<file path="config.mk">
export PLATFORM = sky130hd
export DESIGN_NAME = result_drain
export DESIGN_NICKNAME = d
export VERILOG_FILES = /design/src/rtl/result_drain.sv
export SDC_FILE = /design/constraint.sdc
export NUM_CORES = 1
export LEC_CHECK = 0
export CAP_MARGIN = 20
export CORE_AREA = 2 2 73 128
export CTS_BUF_LIST = sky130_fd_sc_hd__clkbuf_4 sky130_fd_sc_hd__clkbuf_8
export CTS_CLUSTER_SIZE = 8
export DETAILED_ROUTE_END_ITERATION = 10
export DIE_AREA = 0 0 75 130
export DONT_BUFFER_PORTS = 1
export GPL_ROUTABILITY_DRIVEN = 0
export SLEW_MARGIN = 20
export SYNTH_ARGS = -nofsm -noshare
export SYNTH_HDL_FRONTEND = slang
export SYNTH_SLANG_ARGS = --single-unit
</file>
<file path="constraint.sdc">
create_clock -name clk -period 7.6 [get_ports clk]
set_clock_uncertainty 0.05 [all_clocks]
set_input_delay 1.52 -clock clk [delete_from_list [all_inputs] [get_ports clk]]
set_output_delay 1.52 -clock clk [all_outputs]
set_load 0.02 [all_outputs]
</file>
<file path="src/rtl/result_drain.sv">
// Result drain: collects N_RES accumulator results from the MAC array into a
// local buffer, then streams them out saturated to OUT_W bits over a
// valid/ready handshake, pulsing done once the last one has been accepted.
module result_drain #(
  parameter int ACC_W = 18,
  parameter int OUT_W = 16,
  parameter int N_RES = 4
) (
  input  logic             clk,
  input  logic             reset,
  input  logic             clear,
  input  logic [ACC_W-1:0] acc_in,
  input  logic             acc_valid,
  output logic [OUT_W-1:0] dout,
  output logic             dout_valid,
  input  logic             dout_ready,
  output logic [3:0]       dout_idx,
  output logic             dout_last,
  output logic             busy,
  output logic             done,
  output logic             overflow_err
);

  localparam int IDX_W = (N_RES <= 2) ? 1 : $clog2(N_RES);
  localparam logic [IDX_W-1:0] LAST_IDX = IDX_W'(N_RES - 1);
  localparam logic [OUT_W-1:0] SAT_MAX = '1;

  typedef enum logic [1:0] {
    IDLE,
    COLLECT,
    DRAIN,
    DONE
  } state_t;

  state_t           state;
  state_t           state_next;
  logic [ACC_W-1:0] res_buf [N_RES];
  logic [IDX_W-1:0] wr_cnt;
  logic [IDX_W-1:0] rd_cnt;
  logic [ACC_W-1:0] rd_word;
  logic             rd_last;
  logic             wr_last;

  assign rd_word = res_buf[rd_cnt];
  assign rd_last = (rd_cnt == LAST_IDX);
  assign wr_last = (wr_cnt == LAST_IDX);

  // State register; reset abandons any collection or drain in progress.
  always_ff @(posedge clk or posedge reset) begin
    if (reset) begin
      state <= IDLE;
    end else begin
      state <= state_next;
    end
  end

  // Next-state logic: clear wins over everything, DONE lasts exactly one cycle.
  always_comb begin
    state_next = state;
    if (clear) begin
      state_next = IDLE;
    end else begin
      case (state)
        IDLE:    if (acc_valid) state_next = COLLECT;
        COLLECT: if (acc_valid && wr_last) state_next = DRAIN;
        DRAIN:   if (dout_ready && rd_last) state_next = DONE;
        DONE:    state_next = IDLE;
        default: state_next = IDLE;
      endcase
    end
  end

  // Buffer writes, read/write counters and the sticky overflow flag.
  always_ff @(posedge clk or posedge reset) begin
    if (reset) begin
      for (int i = 0; i < N_RES; i++) res_buf[i] <= '0;
      wr_cnt       <= '0;
      rd_cnt       <= '0;
      overflow_err <= 1'b0;
    end else if (clear) begin
      for (int i = 0; i < N_RES; i++) res_buf[i] <= '0;
      wr_cnt       <= '0;
      rd_cnt       <= '0;
      overflow_err <= 1'b0;
    end else begin
      case (state)
        IDLE: begin
          if (acc_valid) begin
            res_buf[0] <= acc_in;
            wr_cnt     <= IDX_W'(1);
          end
        end
        COLLECT: begin
          if (acc_valid) begin
            res_buf[wr_cnt] <= acc_in;
            if (wr_last) begin
              wr_cnt <= '0;
              rd_cnt <= '0;
            end else begin
              wr_cnt <= wr_cnt + IDX_W'(1);
            end
          end
        end
        DRAIN: begin
          if (dout_ready) begin
            rd_cnt <= rd_last ? '0 : rd_cnt + IDX_W'(1);
          end
          if (acc_valid) overflow_err <= 1'b1;
        end
        DONE: begin
          if (acc_valid) overflow_err <= 1'b1;
        end
        default: begin
        end
      endcase
    end
  end

  // Output stage: only DRAIN presents data, saturating anything above OUT_W.
  always_comb begin
    dout       = '0;
    dout_valid = 1'b0;
    dout_idx   = '0;
    dout_last  = 1'b0;
    if (state == DRAIN) begin
      dout_valid = 1'b1;
      dout       = (|rd_word[ACC_W-1:OUT_W]) ? SAT_MAX : rd_word[OUT_W-1:0];
      dout_idx   = 4'(rd_cnt);
      dout_last  = rd_last;
    end
  end

  assign busy = (state != IDLE);
  assign done = (state == DONE);

endmodule

</file>
==> results.toml, run 1 <==
[clocking]
clk_path_buf_depth = 2
numCtsBuffers = 9
ctsRootBufferMaster = "clkbuf_8"
clkTransAtPathRegs_ps = 80
cts_resized = 0
ctsHoldBuffers = 0
cts_setup_buffers = 0
clock_latency_ps = 350
htree_num_levels = 3
cts_tree = "built"
clock_sinks = 79

[setup_path]
cp_num_buf_inv = 1
crit_arrival_ps = 2360
worstSetupPathType = "reg2out"
critPathCaptureType = "output pin"
required_ps = 6030
cp-start-kind = "flop"
cpLargestDelayFamily = "compound AO/OA/AOI/OAI gates"
cpMaxStageDelayCell = "dfrtp_1"
slowest_delay_ps = 630
crit_chain = "buf_4, nor3_1, a211oi_1, a21o_2, o21a_1"
crit_fanout = 16

[floorplanning]
rows = 46
dieWidth_um = 75
die-height_um = 130
core_area_mm2 = 0.00881
io_pins = 48
start_util_pct = 47.5
die-area_mm2 = 0.00975

[synth]
syn_inst = 385
syn_area_per_cell_um2 = 10.9
synth_top_family_by_area = "simple AND/OR/NAND/NOR gates"
ys_ff_latch = 79
yosysMostFrequentCell = "nand2_1"
synthMuxAreaShare_pct = 14.2
netlist-cell-type-count = 39
synth_xor_area_share_pct = 0
yosys-top-cells-area = "dfrtp_1, mux4_2, nand2_1"
synth_commonest_cells = "nand2_1, dfrtp_1, a21oi_1"
yosysTopAreaCellShare_pct = 47.2
async_reset_ff_share_pct = 100
synth_compound_area_share_pct = 14.7
synth_enable_flop_cells = 0
yosys.area_share.adder_pct = 2.69
synthFlopType = "dfrtp_1"
ys_warn_count = 0
syn_area_mm2 = 0.00419
yosysTopAreaCell = "dfrtp_1"
synthSimpleGateAreaFrac_pct = 15.7
synth-seq-area-share_pct = 47.2

[routing]
drt_first_pass_iters = 4
drt_iter0_drc = 215
drtAntennaViolNets = 0
num_vias = 2759
wl_per_cell_um = 19.5
drt-vias-per-instance = 5.56
drc = 0
finalWirelength_mm = 9.66

[placement]
dpl_cell_area_mm2 = 0.00416
port_buffers = 0
hpwl_mm = 5.91

[pwr]
p_sw_uw = 450
peakVddDrop_uv = 268
power.share.clock_pct = 27.3
p_leak_nw = 1.86
p_int_uw = 844
sequentialPowerShare_pct = 40.0
combPwrFrac_pct = 32.7
powerDensity_mw_per_mm2 = 294
power_switching_share_pct = 34.8

[grt]
grt_pass1_vias = 2987
grt_usage_pct = 22.2
grt_max_degree = 80
antenna_found_initial = 0
grt_pass1_wl_mm = 15.9
globalRouteOverflowTotal = 0

[cells_and_area]
n_antenna_cell = 0
syn_to_final_growth_pct = 5.02
final_util_pct = 49.9
layout-drive-gt1-share_pct = 18.1
nFillCells = 843
fin_area_mm2 = 0.00440
final_net_count = 403

[timing]
hold_viol = 0
setup_tns_ps = 0
slew-limit-headroom_pct = 26.6
rsz0062_at_grt = "false"
worst_pin_slew_ps = 1100
fmax_ghz = 0.254
slew_viol_final = 0
setup_viol = 0
period_share_pct = 51.8
timing.hold.ws_ps = 458
fin_crit_ps = 3930

[run_status]
outcome = "finished, final reports clean"

[hold_path]
hp-class = "reg2reg"

[job]
drv_cap = 0
[per-layer routing]
metal  vias up  global-route usage, %  part of all wire [%]  wire length (um)
met5         -                      0                     0                 0
met4         0                   8.82                   1.9               184
met3        14                   3.71                   3.5               339
met2        61                   37.6                    55              5300
met1      1380                   27.8                    40              3830
li1       1304                      -                     -                 -
[placed cells by master, fill, tap and decap left out, types with 4 or more instances in the layout]
master,n
nand2_2,10
nor2_1,7
mux4_2,16
nor3_1,4
clkbuf_8,11
nand2b_1,18
nand2_1,85
inv_1,6
a21oi_2,10
a21oi_1,29
ha_1,9
dfrtp_1,78
mux2i_1,21
o21a_1,17
a22o_1,17
[final timing paths]
kind | from | end | slack [ps] | depth (start not counted)
max | rd_cnt[0] | dout[2] | 3670 | 5
min | res_buf[36] | res_buf[36] | 460 | 1
max reg2reg | state[1] | res_buf[23] | 4970 | 5
min reg2reg | res_buf[36] | res_buf[36] | 460 | 1
max in group asynchronous | reset | rd_cnt[1] | 5790 | 2
min in group asynchronous | reset | state[1] | 1180 | 2
[power by group through the flow]
stage,combinational (mW),sequential (mW),clock (mW)
2_1_floorplan,0.384,0.510,0
3_3_place_gp,0.428,0.523,0
3_5_place_dp,0.433,0.526,0
4_1_cts,0.435,0.518,0.365
5_1_grt,0.464,0.525,0.381
6_report,0.423,0.517,0.354
[metrics by stage]
| step | power [mW] | worst slack, ps | cells |
|---|---|---|---|
| 2_1_floorplan | 0.894 | 4010 | 386 |
| 3_3_place_gp | 0.951 | 4020 | 480 |
| 3_5_place_dp | 0.959 | 4000 | 480 |
| 4_1_cts | 1.32 | 3580 | 496 |
| 5_1_grt | 1.37 | 3450 | 496 |
| 6_report | 1.29 | 3670 | 496 |
[sequential cells by signal, summed over array words and instances, names as in the netlist]
name and flops:
rd_cnt 2, res_buf 72, wr_cnt 2, state 2, overflow_err 1
[cell families (layout without fill, tap and decap cells)]
group,Yosys count,count (layout)
and+or+nand+nor,138,138
AOI/OAI and AO/OA,83,83
DFF,79,79
muxes,39,39
buffers and inverters,36,26
adders and majority gates,9,9
other,1,2
[final cells by class]
type | instances | area [um2] | area share [%]
Clock buffer | 11 | 151 | 3.44
Clock inverter | 5 | 80.1 | 1.82
Inverter | 7 | 26.3 | 0.598
Multi-Input combinational cell | 271 | 1980 | 45.1
Sequential cell | 79 | 1980 | 45.0
Tap cell | 120 | 150 | 3.42
Timing Repair Buffer | 3 | 26.3 | 0.598
Note: power is estimated with default switching activity, not from simulation.
==> inputs of run 2 (changes only) <==
- clock period: 7.6 -> 4 ns (I/O delays scaled with it)
==> results.toml, run 2 (same netlist as run 1, synthesis figures left out) <==
[placement]
placedCellCount = 482
dpl_cell_area_mm2 = 0.00417
port_buffers = 0
hpwl_mm = 6.01

[clocking]
cts_tree = "built"
cts_setup_buffers = 0
clk_path_buf_depth = 2
cts_resized = 0
clock_sinks = 79
numCtsBuffers = 9
ctsHoldBuffers = 0
clock_latency_ps = 350
clkTransAtPathRegs_ps = 70
ctsRootBufferMaster = "clkbuf_8"
htree_num_levels = 3

[cells_and_area]
syn_to_final_growth_pct = 3.62
nFillCells = 848
fin_area_mm2 = 0.00434
largest_reg_flops = 72
layout_commonest_cell = "nand2_1"
layout_common_cells = "nand2_1, dfrtp_1, a21oi_1"
n_antenna_cell = 0
final_net_count = 405
layout-drive-gt1-share_pct = 18.1
largest_register = "res_buf"
layout.cells.non_filler = 496

[floorplanning]
start_util_pct = 47.5
io_pins = 48
rows = 46
core_area_mm2 = 0.00881
dieWidth_um = 75
die-area_mm2 = 0.00975
die-height_um = 130

[timing]
slew_viol_final = 0
rsz0062_at_grt = "false"
period_share_pct = 74.1
fmax_ghz = 0.337
fin_crit_ps = 2970
setup_tns_ps = 0
worst_pin_slew_ps = 825
setup_viol = 0
hold_viol = 0
slew-limit-headroom_pct = 45.0

[routing]
wl_per_cell_um = 18.9
drt-vias-per-instance = 5.58
drt_iter0_drc = 161
drt_first_pass_iters = 4
drc = 0
finalWirelength_mm = 9.39
num_vias = 2770
drtAntennaViolNets = 0

[hold_path]
hp-class = "in2async"

[setup_path]
critPathCaptureType = "output pin"
required_ps = 3150
cp-start-kind = "flop"
crit_fanout = 16
crit_arrival_ps = 2120
worstSetupPathType = "reg2out"
worstSetupStartpoint = "rd_cnt[0]"
rr_startpoint = "state[1]"

[pwr]
peakVddDrop_uv = 376
powerDensity_mw_per_mm2 = 529
p_leak_nw = 1.84

[grt]
grt_usage_pct = 21.3
grt_max_degree = 68
antenna_found_initial = 0
grt_pass1_wl_mm = 15.2
grt_pass1_vias = 2845
globalRouteOverflowTotal = 0

[job]
drv_cap = 0

[run_status]
outcome = "finished, final reports clean"
[run 2: power by group]
group	internal, mW	leakage, nW	switching (mW)	total, mW
logic	0.317	0.671	0.481	0.797
clock network	0.233	0.0877	0.280	0.513
registers	0.902	1.08	0.0818	0.984
total	1.45	1.84	0.842	2.29
[run 2: per-stage QoR]
stage          hold slack (ps)  utilization (%)  worst slack (ps)  power [mW]
2_1_floorplan              417                -              1130        1.70
3_3_place_gp               433             47.4              1210        1.80
3_5_place_dp               441             47.4              1170        1.81
4_1_cts                    322             49.2               785        2.33
5_1_grt                    347             49.2               932        2.44
6_report                   316             49.2              1030        2.29
[run 2: critical path, stage by stage, from the launching register on]
cell and delay [ps]:
dfrtp_1 610, buf_4 350, mux4_2 530, o21a_1 260
[run 2: layout make-up]
class / count / area, um2 / share of cell area (%)
Sequential cell: 79 / 1980 / 45.6
Timing Repair Buffer: 5 / 37.5 / 0.866
Clock buffer: 10 / 138 / 3.17
Tap cell: 120 / 150 / 3.46
Inverter: 7 / 26.3 / 0.606
Multi-Input combinational cell: 271 / 1980 / 45.7
Clock inverter: 4 / 23.8 / 0.548
[run 2: layer usage]
| layer | GRT usage (%) | wire, um | vias to the layer above |
|---|---|---|---|
| met5 | 0 | 0 | - |
| met4 | 9.56 | 236 | 0 |
| met3 | 3.78 | 479 | 20 |
| met2 | 35.5 | 4990 | 71 |
| met1 | 26.5 | 3680 | 1381 |
| li1 | - | - | 1298 |
[run 2: path summary, 6_finish.rpt]
path / endpoint / slack, ps / cells after the start
worst max-delay path: dout[11] / 1030 / 3
worst min-delay path: wr_cnt[0] / 320 / 1
worst max register to register: res_buf[6] / 1600 / 5
worst min register to register: res_buf[49] / 460 / 1
max in group asynchronous: res_buf[30] / 2760 / 2
min in group clk: res_buf[31] / 450 / 1
